### config.mk
export PLATFORM = sky130hd
export DESIGN_NAME = apb_mailbox_flat
export DESIGN_NICKNAME = d
export VERILOG_FILES = /design/src/rtl/apb_mailbox_if.sv /design/src/rtl/apb_mailbox.sv /design/src/flat_wrapper.sv
export SDC_FILE = /design/constraint.sdc
export NUM_CORES = 1
export LEC_CHECK = 0
export CORE_MARGIN = 2
export CORE_UTILIZATION = 53
export DETAILED_ROUTE_END_ITERATION = 10
export PLACE_DENSITY = 0.86
export SETUP_SLACK_MARGIN = 0.4
export SYNTH_ARGS = -nofsm -noshare
export SYNTH_HDL_FRONTEND = slang
export SYNTH_SLANG_ARGS = --single-unit
### constraint.sdc
create_clock -name clk_i -period 5.15 [get_ports clk_i]
set_input_delay 1.03 -clock clk_i [delete_from_list [all_inputs] [get_ports clk_i]]
set_output_delay 1.03 -clock clk_i [all_outputs]
set_load 0.02 [all_outputs]
### src/rtl/apb_mailbox_if.sv
// APB3 bus bundle for the mailbox responder; signal names are as seen from the responder.
interface apb_mailbox_if #(
    parameter int APB_ADDR_WIDTH = 12
) ();
    logic [APB_ADDR_WIDTH-1:0] paddr_i;
    logic [31:0]               pwdata_i;
    logic                      pwrite_i;
    logic                      psel_i;
    logic                      penable_i;
    logic [31:0]               prdata_o;
    logic                      pready_o;
    logic                      pslverr_o;

    modport slave (
        input  paddr_i, pwdata_i, pwrite_i, psel_i, penable_i,
        output prdata_o, pready_o, pslverr_o
    );

    modport master (
        output paddr_i, pwdata_i, pwrite_i, psel_i, penable_i,
        input  prdata_o, pready_o, pslverr_o
    );
endinterface

### src/rtl/apb_mailbox.sv
// Bidirectional 32-bit mailbox: APB-written TX FIFO drained by an agent stream,
// agent-filled RX FIFO read over APB, with status, flush, wait states and a level IRQ.
module apb_mailbox #(
    parameter int DEPTH          = 8,
    parameter int WAIT_STATES    = 0,
    parameter int APB_ADDR_WIDTH = 12
) (
    input  logic        clk_i,
    input  logic        rst_i,
    apb_mailbox_if.slave apb,
    output logic        msg_valid_o,
    output logic [31:0] msg_data_o,
    input  logic        msg_ready_i,
    input  logic        msg_in_valid_i,
    input  logic [31:0] msg_in_data_i,
    output logic        msg_in_ready_o,
    output logic        irq_o
);
    localparam int PW = (DEPTH > 1) ? $clog2(DEPTH) : 1;
    localparam int CW = PW + 1;
    localparam logic [CW-1:0] FULL_CNT = CW'(DEPTH);
    localparam logic [2:0]    WAIT_CNT = 3'(WAIT_STATES);

    localparam logic [1:0] REG_TXDATA = 2'd0;
    localparam logic [1:0] REG_RXDATA = 2'd1;
    localparam logic [1:0] REG_STATUS = 2'd2;
    localparam logic [1:0] REG_CTRL   = 2'd3;

    // ---------------- APB access timing ----------------
    logic [2:0] wcnt_q, wcnt_d;
    logic       access;
    logic       complete;
    logic       addr_ok;
    logic [1:0] reg_sel;
    logic       wr_done;
    logic       rd_done;

    assign access   = apb.psel_i & apb.penable_i;
    assign complete = ~rst_i & access & (wcnt_q == WAIT_CNT);
    assign addr_ok  = (apb.paddr_i[APB_ADDR_WIDTH-1:4] == '0);
    assign reg_sel  = apb.paddr_i[3:2];
    assign wr_done  = complete & addr_ok & apb.pwrite_i;
    assign rd_done  = complete & addr_ok & ~apb.pwrite_i;

    logic unused_addr_lsbs;
    assign unused_addr_lsbs = ^apb.paddr_i[1:0];

    always_comb begin
        wcnt_d = wcnt_q;
        if (!apb.psel_i || complete) begin
            wcnt_d = '0;
        end else if (access && (wcnt_q < WAIT_CNT)) begin
            wcnt_d = wcnt_q + 3'd1;
        end
    end

    always_ff @(posedge clk_i) begin
        if (rst_i) begin
            wcnt_q <= '0;
        end else begin
            wcnt_q <= wcnt_d;
        end
    end

    // ---------------- FIFO state ----------------
    logic [31:0]   tx_mem_q [DEPTH];
    logic [31:0]   rx_mem_q [DEPTH];
    logic [PW-1:0] tx_wr_q, tx_wr_d, tx_rd_q, tx_rd_d;
    logic [PW-1:0] rx_wr_q, rx_wr_d, rx_rd_q, rx_rd_d;
    logic [CW-1:0] tx_cnt_q, tx_cnt_d, rx_cnt_q, rx_cnt_d;
    logic          tx_full, tx_empty, rx_full, rx_empty;
    logic          tx_push, tx_pop, tx_flush;
    logic          rx_push, rx_pop, rx_flush;
    logic          irq_en_q, irq_en_d;
    logic          irq_q, irq_d;

    assign tx_full  = (tx_cnt_q == FULL_CNT);
    assign tx_empty = (tx_cnt_q == '0);
    assign rx_full  = (rx_cnt_q == FULL_CNT);
    assign rx_empty = (rx_cnt_q == '0);

    // Full/empty come from registered counts, so same-cycle agent traffic never rescues an APB access.
    assign tx_push  = wr_done & (reg_sel == REG_TXDATA) & ~tx_full;
    assign tx_flush = wr_done & (reg_sel == REG_CTRL) & apb.pwdata_i[1];
    assign tx_pop   = msg_valid_o & msg_ready_i;

    assign rx_flush = wr_done & (reg_sel == REG_CTRL) & apb.pwdata_i[2];
    assign rx_pop   = rd_done & (reg_sel == REG_RXDATA) & ~rx_empty;
    assign rx_push  = msg_in_valid_i & msg_in_ready_o;

    assign msg_valid_o    = ~tx_empty;
    assign msg_data_o     = tx_empty ? 32'd0 : tx_mem_q[tx_rd_q];
    assign msg_in_ready_o = ~rst_i & ~rx_full & ~rx_flush;

    always_comb begin
        tx_wr_d  = tx_wr_q;
        tx_rd_d  = tx_rd_q;
        tx_cnt_d = tx_cnt_q;
        if (tx_flush) begin
            tx_wr_d  = '0;
            tx_rd_d  = '0;
            tx_cnt_d = '0;
        end else begin
            if (tx_push) tx_wr_d = tx_wr_q + PW'(1);
            if (tx_pop)  tx_rd_d = tx_rd_q + PW'(1);
            case ({tx_push, tx_pop})
                2'b10:   tx_cnt_d = tx_cnt_q + CW'(1);
                2'b01:   tx_cnt_d = tx_cnt_q - CW'(1);
                default: tx_cnt_d = tx_cnt_q;
            endcase
        end
    end

    always_comb begin
        rx_wr_d  = rx_wr_q;
        rx_rd_d  = rx_rd_q;
        rx_cnt_d = rx_cnt_q;
        if (rx_flush) begin
            rx_wr_d  = '0;
            rx_rd_d  = '0;
            rx_cnt_d = '0;
        end else begin
            if (rx_push) rx_wr_d = rx_wr_q + PW'(1);
            if (rx_pop)  rx_rd_d = rx_rd_q + PW'(1);
            case ({rx_push, rx_pop})
                2'b10:   rx_cnt_d = rx_cnt_q + CW'(1);
                2'b01:   rx_cnt_d = rx_cnt_q - CW'(1);
                default: rx_cnt_d = rx_cnt_q;
            endcase
        end
    end

    always_comb begin
        irq_en_d = irq_en_q;
        if (wr_done && (reg_sel == REG_CTRL)) begin
            irq_en_d = apb.pwdata_i[0];
        end
        irq_d = irq_en_d & (rx_cnt_d != '0);
    end

    always_ff @(posedge clk_i) begin
        if (rst_i) begin
            tx_wr_q  <= '0;
            tx_rd_q  <= '0;
            tx_cnt_q <= '0;
            rx_wr_q  <= '0;
            rx_rd_q  <= '0;
            rx_cnt_q <= '0;
            irq_en_q <= 1'b0;
            irq_q    <= 1'b0;
        end else begin
            tx_wr_q  <= tx_wr_d;
            tx_rd_q  <= tx_rd_d;
            tx_cnt_q <= tx_cnt_d;
            rx_wr_q  <= rx_wr_d;
            rx_rd_q  <= rx_rd_d;
            rx_cnt_q <= rx_cnt_d;
            irq_en_q <= irq_en_d;
            irq_q    <= irq_d;
        end
    end

    // Storage needs no reset: entries are only visible through the reset counters.
    always_ff @(posedge clk_i) begin
        if (tx_push) tx_mem_q[tx_wr_q] <= apb.pwdata_i;
        if (rx_push) rx_mem_q[rx_wr_q] <= msg_in_data_i;
    end

    assign irq_o = irq_q;

    // ---------------- Read data and error response ----------------
    logic [31:0] status;
    logic [31:0] prdata_d;
    logic        pslverr_d;

    always_comb begin
        status        = '0;
        status[0]     = tx_full;
        status[1]     = tx_empty;
        status[2]     = rx_full;
        status[3]     = rx_empty;
        status[12:8]  = 5'(tx_cnt_q);
        status[20:16] = 5'(rx_cnt_q);
    end

    always_comb begin
        prdata_d  = '0;
        pslverr_d = 1'b0;
        if (complete) begin
            if (!addr_ok) begin
                pslverr_d = 1'b1;
            end else begin
                case (reg_sel)
                    REG_TXDATA: pslverr_d = apb.pwrite_i & tx_full;
                    REG_RXDATA: begin
                        if (!apb.pwrite_i) begin
                            if (rx_empty) pslverr_d = 1'b1;
                            else          prdata_d  = rx_mem_q[rx_rd_q];
                        end
                    end
                    REG_STATUS: if (!apb.pwrite_i) prdata_d = status;
                    default:    if (!apb.pwrite_i) prdata_d = {31'd0, irq_en_q};
                endcase
            end
        end
    end

    assign apb.prdata_o  = prdata_d;
    assign apb.pslverr_o = pslverr_d;
    assign apb.pready_o  = complete;
endmodule

### src/flat_wrapper.sv
// flat-port wrapper written by rule: the top's interface ports become plain ports
module apb_mailbox_flat 
#(
    parameter int DEPTH          = 8,
    parameter int WAIT_STATES    = 0,
    parameter int APB_ADDR_WIDTH = 12
)
  (clk_i, rst_i, msg_valid_o, msg_data_o, msg_ready_i, msg_in_valid_i, msg_in_data_i, msg_in_ready_o, irq_o, apb_paddr_i, apb_pwdata_i, apb_pwrite_i, apb_psel_i, apb_penable_i, apb_prdata_o, apb_pready_o, apb_pslverr_o);
  apb_mailbox_if #(.APB_ADDR_WIDTH(APB_ADDR_WIDTH)) apb_i ();
  input  logic clk_i;
  input  logic rst_i;
  output logic msg_valid_o;
  output logic [31:0] msg_data_o;
  input  logic msg_ready_i;
  input  logic msg_in_valid_i;
  input  logic [31:0] msg_in_data_i;
  output logic msg_in_ready_o;
  output logic irq_o;
  input wire logic [$bits(apb_i.paddr_i)-1:0] apb_paddr_i;
  input wire logic [$bits(apb_i.pwdata_i)-1:0] apb_pwdata_i;
  input wire logic [$bits(apb_i.pwrite_i)-1:0] apb_pwrite_i;
  input wire logic [$bits(apb_i.psel_i)-1:0] apb_psel_i;
  input wire logic [$bits(apb_i.penable_i)-1:0] apb_penable_i;
  output wire logic [$bits(apb_i.prdata_o)-1:0] apb_prdata_o;
  output wire logic [$bits(apb_i.pready_o)-1:0] apb_pready_o;
  output wire logic [$bits(apb_i.pslverr_o)-1:0] apb_pslverr_o;
  assign apb_i.paddr_i = apb_paddr_i;
  assign apb_i.pwdata_i = apb_pwdata_i;
  assign apb_i.pwrite_i = apb_pwrite_i;
  assign apb_i.psel_i = apb_psel_i;
  assign apb_i.penable_i = apb_penable_i;
  assign apb_prdata_o = apb_i.prdata_o;
  assign apb_pready_o = apb_i.pready_o;
  assign apb_pslverr_o = apb_i.pslverr_o;
  apb_mailbox #(.DEPTH(DEPTH), .WAIT_STATES(WAIT_STATES), .APB_ADDR_WIDTH(APB_ADDR_WIDTH)) u_core (.clk_i(clk_i), .rst_i(rst_i), .apb(apb_i), .msg_valid_o(msg_valid_o), .msg_data_o(msg_data_o), .msg_ready_i(msg_ready_i), .msg_in_valid_i(msg_in_valid_i), .msg_in_data_i(msg_in_data_i), .msg_in_ready_o(msg_in_ready_o), .irq_o(irq_o));
endmodule
# Word level (Yosys, flattened, before mapping)
# Memories as Yosys holds them, arrays and structs flattened. A register that Yosys moved wholly into a read port is not among the register bits.
# Index checks and enable logic that the tools add are counted.
# word_totals
output_inout_bits	69
ram_bits	512
register_bits	25
n_memories	2
in_bits	83
# mem_list
memory	depth	width	rd	rd_ports_with_merged_regs	wr	line	text
u_core.rx_mem_q	8	32	1	1	1	apb_mailbox.sv:67	logic [31:0] rx_mem_q [DEPTH];
u_core.tx_mem_q	8	32	1	1	1	apb_mailbox.sv:66	logic [31:0] tx_mem_q [DEPTH];
# op_classes
add_sub_neg	9
eq_ne	9
n_lt_le_gt_ge	1
reduce_logical	14
bitwise	26
mux	25
# op_table
op	n
32-bit 2-to-1 mux	5
32-bit one-hot mux with 3 select lines	1
20-bit 2-to-1 mux	1
1-bit AND	19
4-bit one-hot mux with 2 select lines	2
3-bit by 1-bit adder with 3-bit output (second input constant)	5
3-bit 2-to-1 mux	4
1-bit 2-to-1 mux	10
4-bit by 1-bit adder with 4-bit output (second input constant)	2
2-bit equality test (second input constant)	4
4-bit equality test (second input constant)	2
4-bit logical NOT	2
8-bit logical NOT	1
4-bit by 1-bit subtractor with 4-bit output (second input constant)	2
1-bit NOT	7
2-bit by 1-bit equality test with 1-bit output (second input constant)	3
2-bit OR reduction	3
4-bit 2-to-1 mux	1
4-bit nonzero test	1
3-bit logical NOT	1
3-bit by 1-bit < comparator with 1-bit output (second input constant)	1
1-bit logical AND	2
2-bit logical NOT	1
1-bit one-hot mux with 2 select lines	1
other kinds (3)	3

# Logic depth before layout (Yosys ltp)
# Gate-level depths: netlist (run 1).
# depth
depth_word	15
depth_mapped	14
mapped_depth_nobuf	12

# Worst setup path after synthesis (run 1)
# No wires, ideal clock.
# synth_path
kind	input to register
startpoint	input apb_penable_i
endpoint	memory u_core.rx_mem_q[0][0] (enable)
t_required_ns	4.649
path_stages	7
setup_slack_ns	-0.390
arrival_ns	5.039
cell_sequence	and3b_1 buf_6 and4_4 a21o_1 nand2b_4 buf_6 nor4_1
# synth_between
elab_chain_cells	12
# synth_lines
item	line	text
start, declared	flat_wrapper.sv:23	input wire logic [$bits(apb_i.penable_i)-1:0] apb_penable_i;
1-bit AND	apb_mailbox.sv:38	assign access = apb.psel_i & apb.penable_i;
1-bit AND (2 in series)	apb_mailbox.sv:39	assign complete = ~rst_i & access & (wcnt_q == WAIT_CNT);
net apb_pready_o	flat_wrapper.sv:25	output wire logic [$bits(apb_i.pready_o)-1:0] apb_pready_o;
1-bit AND (2 in series)	apb_mailbox.sv:42	assign wr_done = complete & addr_ok & apb.pwrite_i;
1-bit AND (2 in series)	apb_mailbox.sv:87	assign rx_flush = wr_done & (reg_sel == REG_CTRL) & apb.pwdata_i[2];
1-bit NOT	apb_mailbox.sv:93	assign msg_in_ready_o = ~rst_i & ~rx_full & ~rx_flush;
1-bit AND	apb_mailbox.sv:93	
1-bit AND	apb_mailbox.sv:89	assign rx_push = msg_in_valid_i & msg_in_ready_o;
1-bit 2-to-1 mux	apb_mailbox.sv:166	if (rx_push) rx_mem_q[rx_wr_q] <= msg_in_data_i;
1-bit 2-to-1 mux (not written as such)	apb_mailbox.sv:166	
end, declared	apb_mailbox.sv:67	
# The timed path passes the listed nets, and every way through them passes these cells.

# Worst setup path in the final report (run 1)
# layout_path
startpoint	input apb_paddr_i[5]
endpoint	output apb_prdata_o[22]
# layout_between
elab_chain_cells	3
# layout_lines
item	line	text
start, declared	flat_wrapper.sv:19	input wire logic [$bits(apb_i.paddr_i)-1:0] apb_paddr_i;
8-bit logical NOT	apb_mailbox.sv:40	assign addr_ok = (apb.paddr_i[APB_ADDR_WIDTH-1:4] == '0);
32-bit 2-to-1 mux	apb_mailbox.sv:190	if (!addr_ok) begin
32-bit 2-to-1 mux	apb_mailbox.sv:189	if (complete) begin
end, declared	flat_wrapper.sv:24	output wire logic [$bits(apb_i.prdata_o)-1:0] apb_prdata_o;
# Every way passes these cells.

==> results of run 1 <==
-- cells in the mapped netlist (2+ instances only) --
master | count | share of area (%)
o21ai_0 | 5 | 0.12
buf_1 | 5 | 0.089
buf_2 | 15 | 0.36
a311oi_1 | 2 | 0.083
edfxtp_1 | 512 | 73
ha_1 | 10 | 0.59
and3b_1 | 2 | 0.083
a21oi_1 | 20 | 0.48
nor2_1 | 103 | 1.8
xnor2_1 | 6 | 0.25
buf_6 | 3 | 0.16
nor4_4 | 3 | 0.30
a21o_1 | 4 | 0.14
nand3_1 | 2 | 0.048
or3_1 | 2 | 0.059
clkbuf_1 | 27 | 0.48
nor3b_1 | 3 | 0.11
mux2i_1 | 67 | 3.2
xor2_1 | 10 | 0.42
inv_1 | 7 | 0.12
mux4_2 | 128 | 14
and2_1 | 2 | 0.059
buf_4 | 3 | 0.11
or2_1 | 2 | 0.059
a22oi_1 | 2 | 0.071
nor4_1 | 3 | 0.089
nand2_1 | 10 | 0.18
nor3_1 | 11 | 0.26
dfxtp_1 | 28 | 2.7
nand2b_1 | 10 | 0.30
-- timing repair --
item | in CTS | in global routing
endpoints found under the setup margin | 19 | 15
resized for setup | 2 | 1
pin swaps | 0 | 0
-- cell families after synthesis --
group / Yosys count / share of synthesized area, %
AOI/OAI and AO/OA: 37 / 1.034
xor gates and xnor gates: 16 / 0.6653
adders and majority gates: 11 / 0.6891
buffers and inverters: 61 / 1.337
DFF: 540 / 75.66
muxes: 195 / 16.87
and+or+nand+nor: 161 / 3.748
-- area by class of cell --
class	count	area (sq um)	share of cell area, %
Clock buffer	67	1409	5.654
Clock inverter	27	249.0	0.9992
Inverter	8	30.03	0.1205
Multi-Input combinational cell	420	4917	19.73
Sequential cell	540	15950	64.01
Tap cell	525	656.9	2.636
Timing Repair Buffer	176	1707	6.849
-- routing by layer --
metal / global-route usage (%) / vias to the layer above / wire length [um]
li1: - / 4489 / -
met1: 25.86 / 5401 / 15960
met2: 37.04 / 409 / 22240
met3: 4.283 / 63 / 2933
met4: 5.344 / 4 / 898
met5: 0 / - / 27
-- metrics by stage --
step           utilization (%)  hold slack [ns]  area [sq um]  power (mW)  setup slack, ns
2_1_floorplan                -           0.4636         21060       4.995          -0.3899
3_3_place_gp             58.94           0.4763         23260       5.118           0.3151
3_5_place_dp             58.94           0.4804         23260       5.131           0.1790
4_1_cts                  63.15           0.4890         24920       8.775           0.4662
5_1_grt                  63.15           0.5229         24920       8.955           0.3950
6_report                 63.15           0.4937         24920       8.702           0.5282
-- path summary, 6_finish.rpt --
path                                    startpoint                 end  slack [ns]
worst max-delay path                apb_paddr_i[5]    apb_prdata_o[22]        0.53
worst min-delay path             u_core.rx_rd_q[1]            register        0.49
worst max register to register  u_core.tx_cnt_q[0]  u_core.tx_cnt_q[3]        2.20
worst min register to register   u_core.rx_rd_q[1]            register        0.49
-- registers in the layout, summed over array words and instances (netlist names), named ones only --
signal and cells:
u_core.irq_en_q 1, u_core.irq_o 1, u_core.rx_cnt_q 4, u_core.rx_mem_q 256, u_core.rx_rd_q 3, u_core.rx_wr_q 3
u_core.tx_cnt_q 4, u_core.tx_mem_q 256, u_core.tx_rd_q 3, u_core.tx_wr_q 3
-- worst max-delay path, stage by stage --
cell,delay (ns)
clkdlybuf4s50_1,0.45
nor4_4,0.35
nand3_2,0.21
a21o_1,0.32
or2_4,0.40
nor2_1,0.19
clkdlybuf4s50_1,0.64
-- power by group --
group | internal, mW | leakage [nW] | switching, mW
Clock | 2.13 | 0.795 | 1.53
Combinational | 0.0860 | 1.95 | 0.110
Sequential | 4.83 | 4.84 | 0.0121
==> results.sh, run 1 <==
export IMPL_cts_tree="built"
export IMPL_ff2ff_path_depth=11
export IMPL_track_usage_pct=20.70
export IMPL_cp_arrival_ns=3.59
export IMPL_startpoint_type="input port"
export IMPL_synth_avg_cell_area_sq_um=20.63
export IMPL_nNetsFinal=1291
export IMPL_wl_per_cell_um=23.85
export IMPL_max_freq_mhz=216.4
export IMPL_drc=0
export IMPL_dieArea_sq_mm=0.04135
export IMPL_cts_buffers=51
export IMPL_syn_inst=1021
export IMPL_synth_warning_count=0
export IMPL_drtIter0Drc=838
export IMPL_vias_per_cell=5.880
export IMPL_vias=10370
export IMPL_hold_depth=2
export IMPL_diodes=0
export IMPL_ir_drop_uv=344.9
export IMPL_clock_latency_ns=0.56
export IMPL_fin_skew_ns=0.01811
export IMPL_die_height_um=203.4
export IMPL_antenna_found_initial=2
export IMPL_min_path_type="register to register"
export IMPL_required_ns=4.12
export IMPL_die_w_um=203.4
export IMPL_htree_levels=2
export IMPL_rows=73
export IMPL_initial_core_util_pct=53.38
export IMPL_cts_setup_buffers=0
export IMPL_final_max_slew_viol_count=0
export IMPL_syn_to_final_growth_pct=18.31
export IMPL_synth_nets=1115
export IMPL_synth_edf_count=512
export IMPL_postRouteWirelength_mm=42.06
export IMPL_core_area_sq_mm=0.03946
export IMPL_dp_cells=1669
export IMPL_grt_max_degree=65
export IMPL_instances_no_fill=1763
export IMPL_hold_buffers=0
export IMPL_status="completed"
export IMPL_synth_main_ff_cell="edfxtp_1"
export IMPL_path_class="input port to output port"
export IMPL_setup_violations_final=0
export IMPL_rsz0062_at_grt="yes"
export IMPL_synth_cell_types=44
export IMPL_port_buffer_count=149
export IMPL_syn_area_sq_mm=0.02106
export IMPL_path_clk_slew_ns=0.06
export IMPL_maxCapViolations=0
export IMPL_dr_pass1_iters=4
export IMPL_grt_overflow=0
export IMPL_grt_pass1_wl_mm=64.03
export IMPL_drive_gt1_share_pct=21.16
export IMPL_slew_headroom_pct=31.35
export IMPL_power_density_mw_per_mm2=349.2
export IMPL_hold_violations=0
export IMPL_grt_pass1_vias=10890
export IMPL_cts_buffer_depth=3
export IMPL_io_pin_count=152
export IMPL_ys_ff_latch=540
export IMPL_finalSetupTns_ns=0
export IMPL_leakage_nw=7.589
export IMPL_worst_slew_pin_slew_ns=1.030
export IMPL_fill_cells=2584
export IMPL_final_cell_mix="edfxtp_1 (512), clkdlybuf4s50_1 (149), mux4_2 (128)"
export IMPL_cts_sinks=540
export IMPL_final_common_cell="edfxtp_1"
export IMPL_gp_congestion=0.8001
export IMPL_crit_path_end_kind="output port"
export IMPL_ys_seq_area_share_pct=75.66
export IMPL_dpl_hpwl_mm=23.62
export IMPL_synth_async_reset_ratio_pct=0
export IMPL_crit_fanout=19
export IMPL_fin_crit_ns=4.622
export IMPL_antenna_left=0
export IMPL_finalCritPeriodShare_pct=89.74
export IMPL_ctsRootBufferMaster="clkbuf_16"
Power figures use the tool's default switching activity.
==> inputs of run 2 (changes only) <==
Settings changed: CAP_MARGIN from default to 20.
==> results of run 2 <==
Same layout as run 1: the final DEF is identical, and so are final timing and power.
==> inputs of run 3 (changes only) <==
Settings changed: GPL_ROUTABILITY_DRIVEN from default to 0.
==> results of run 3 <==
Same layout as run 1: the final DEF is identical, and so are final timing and power.
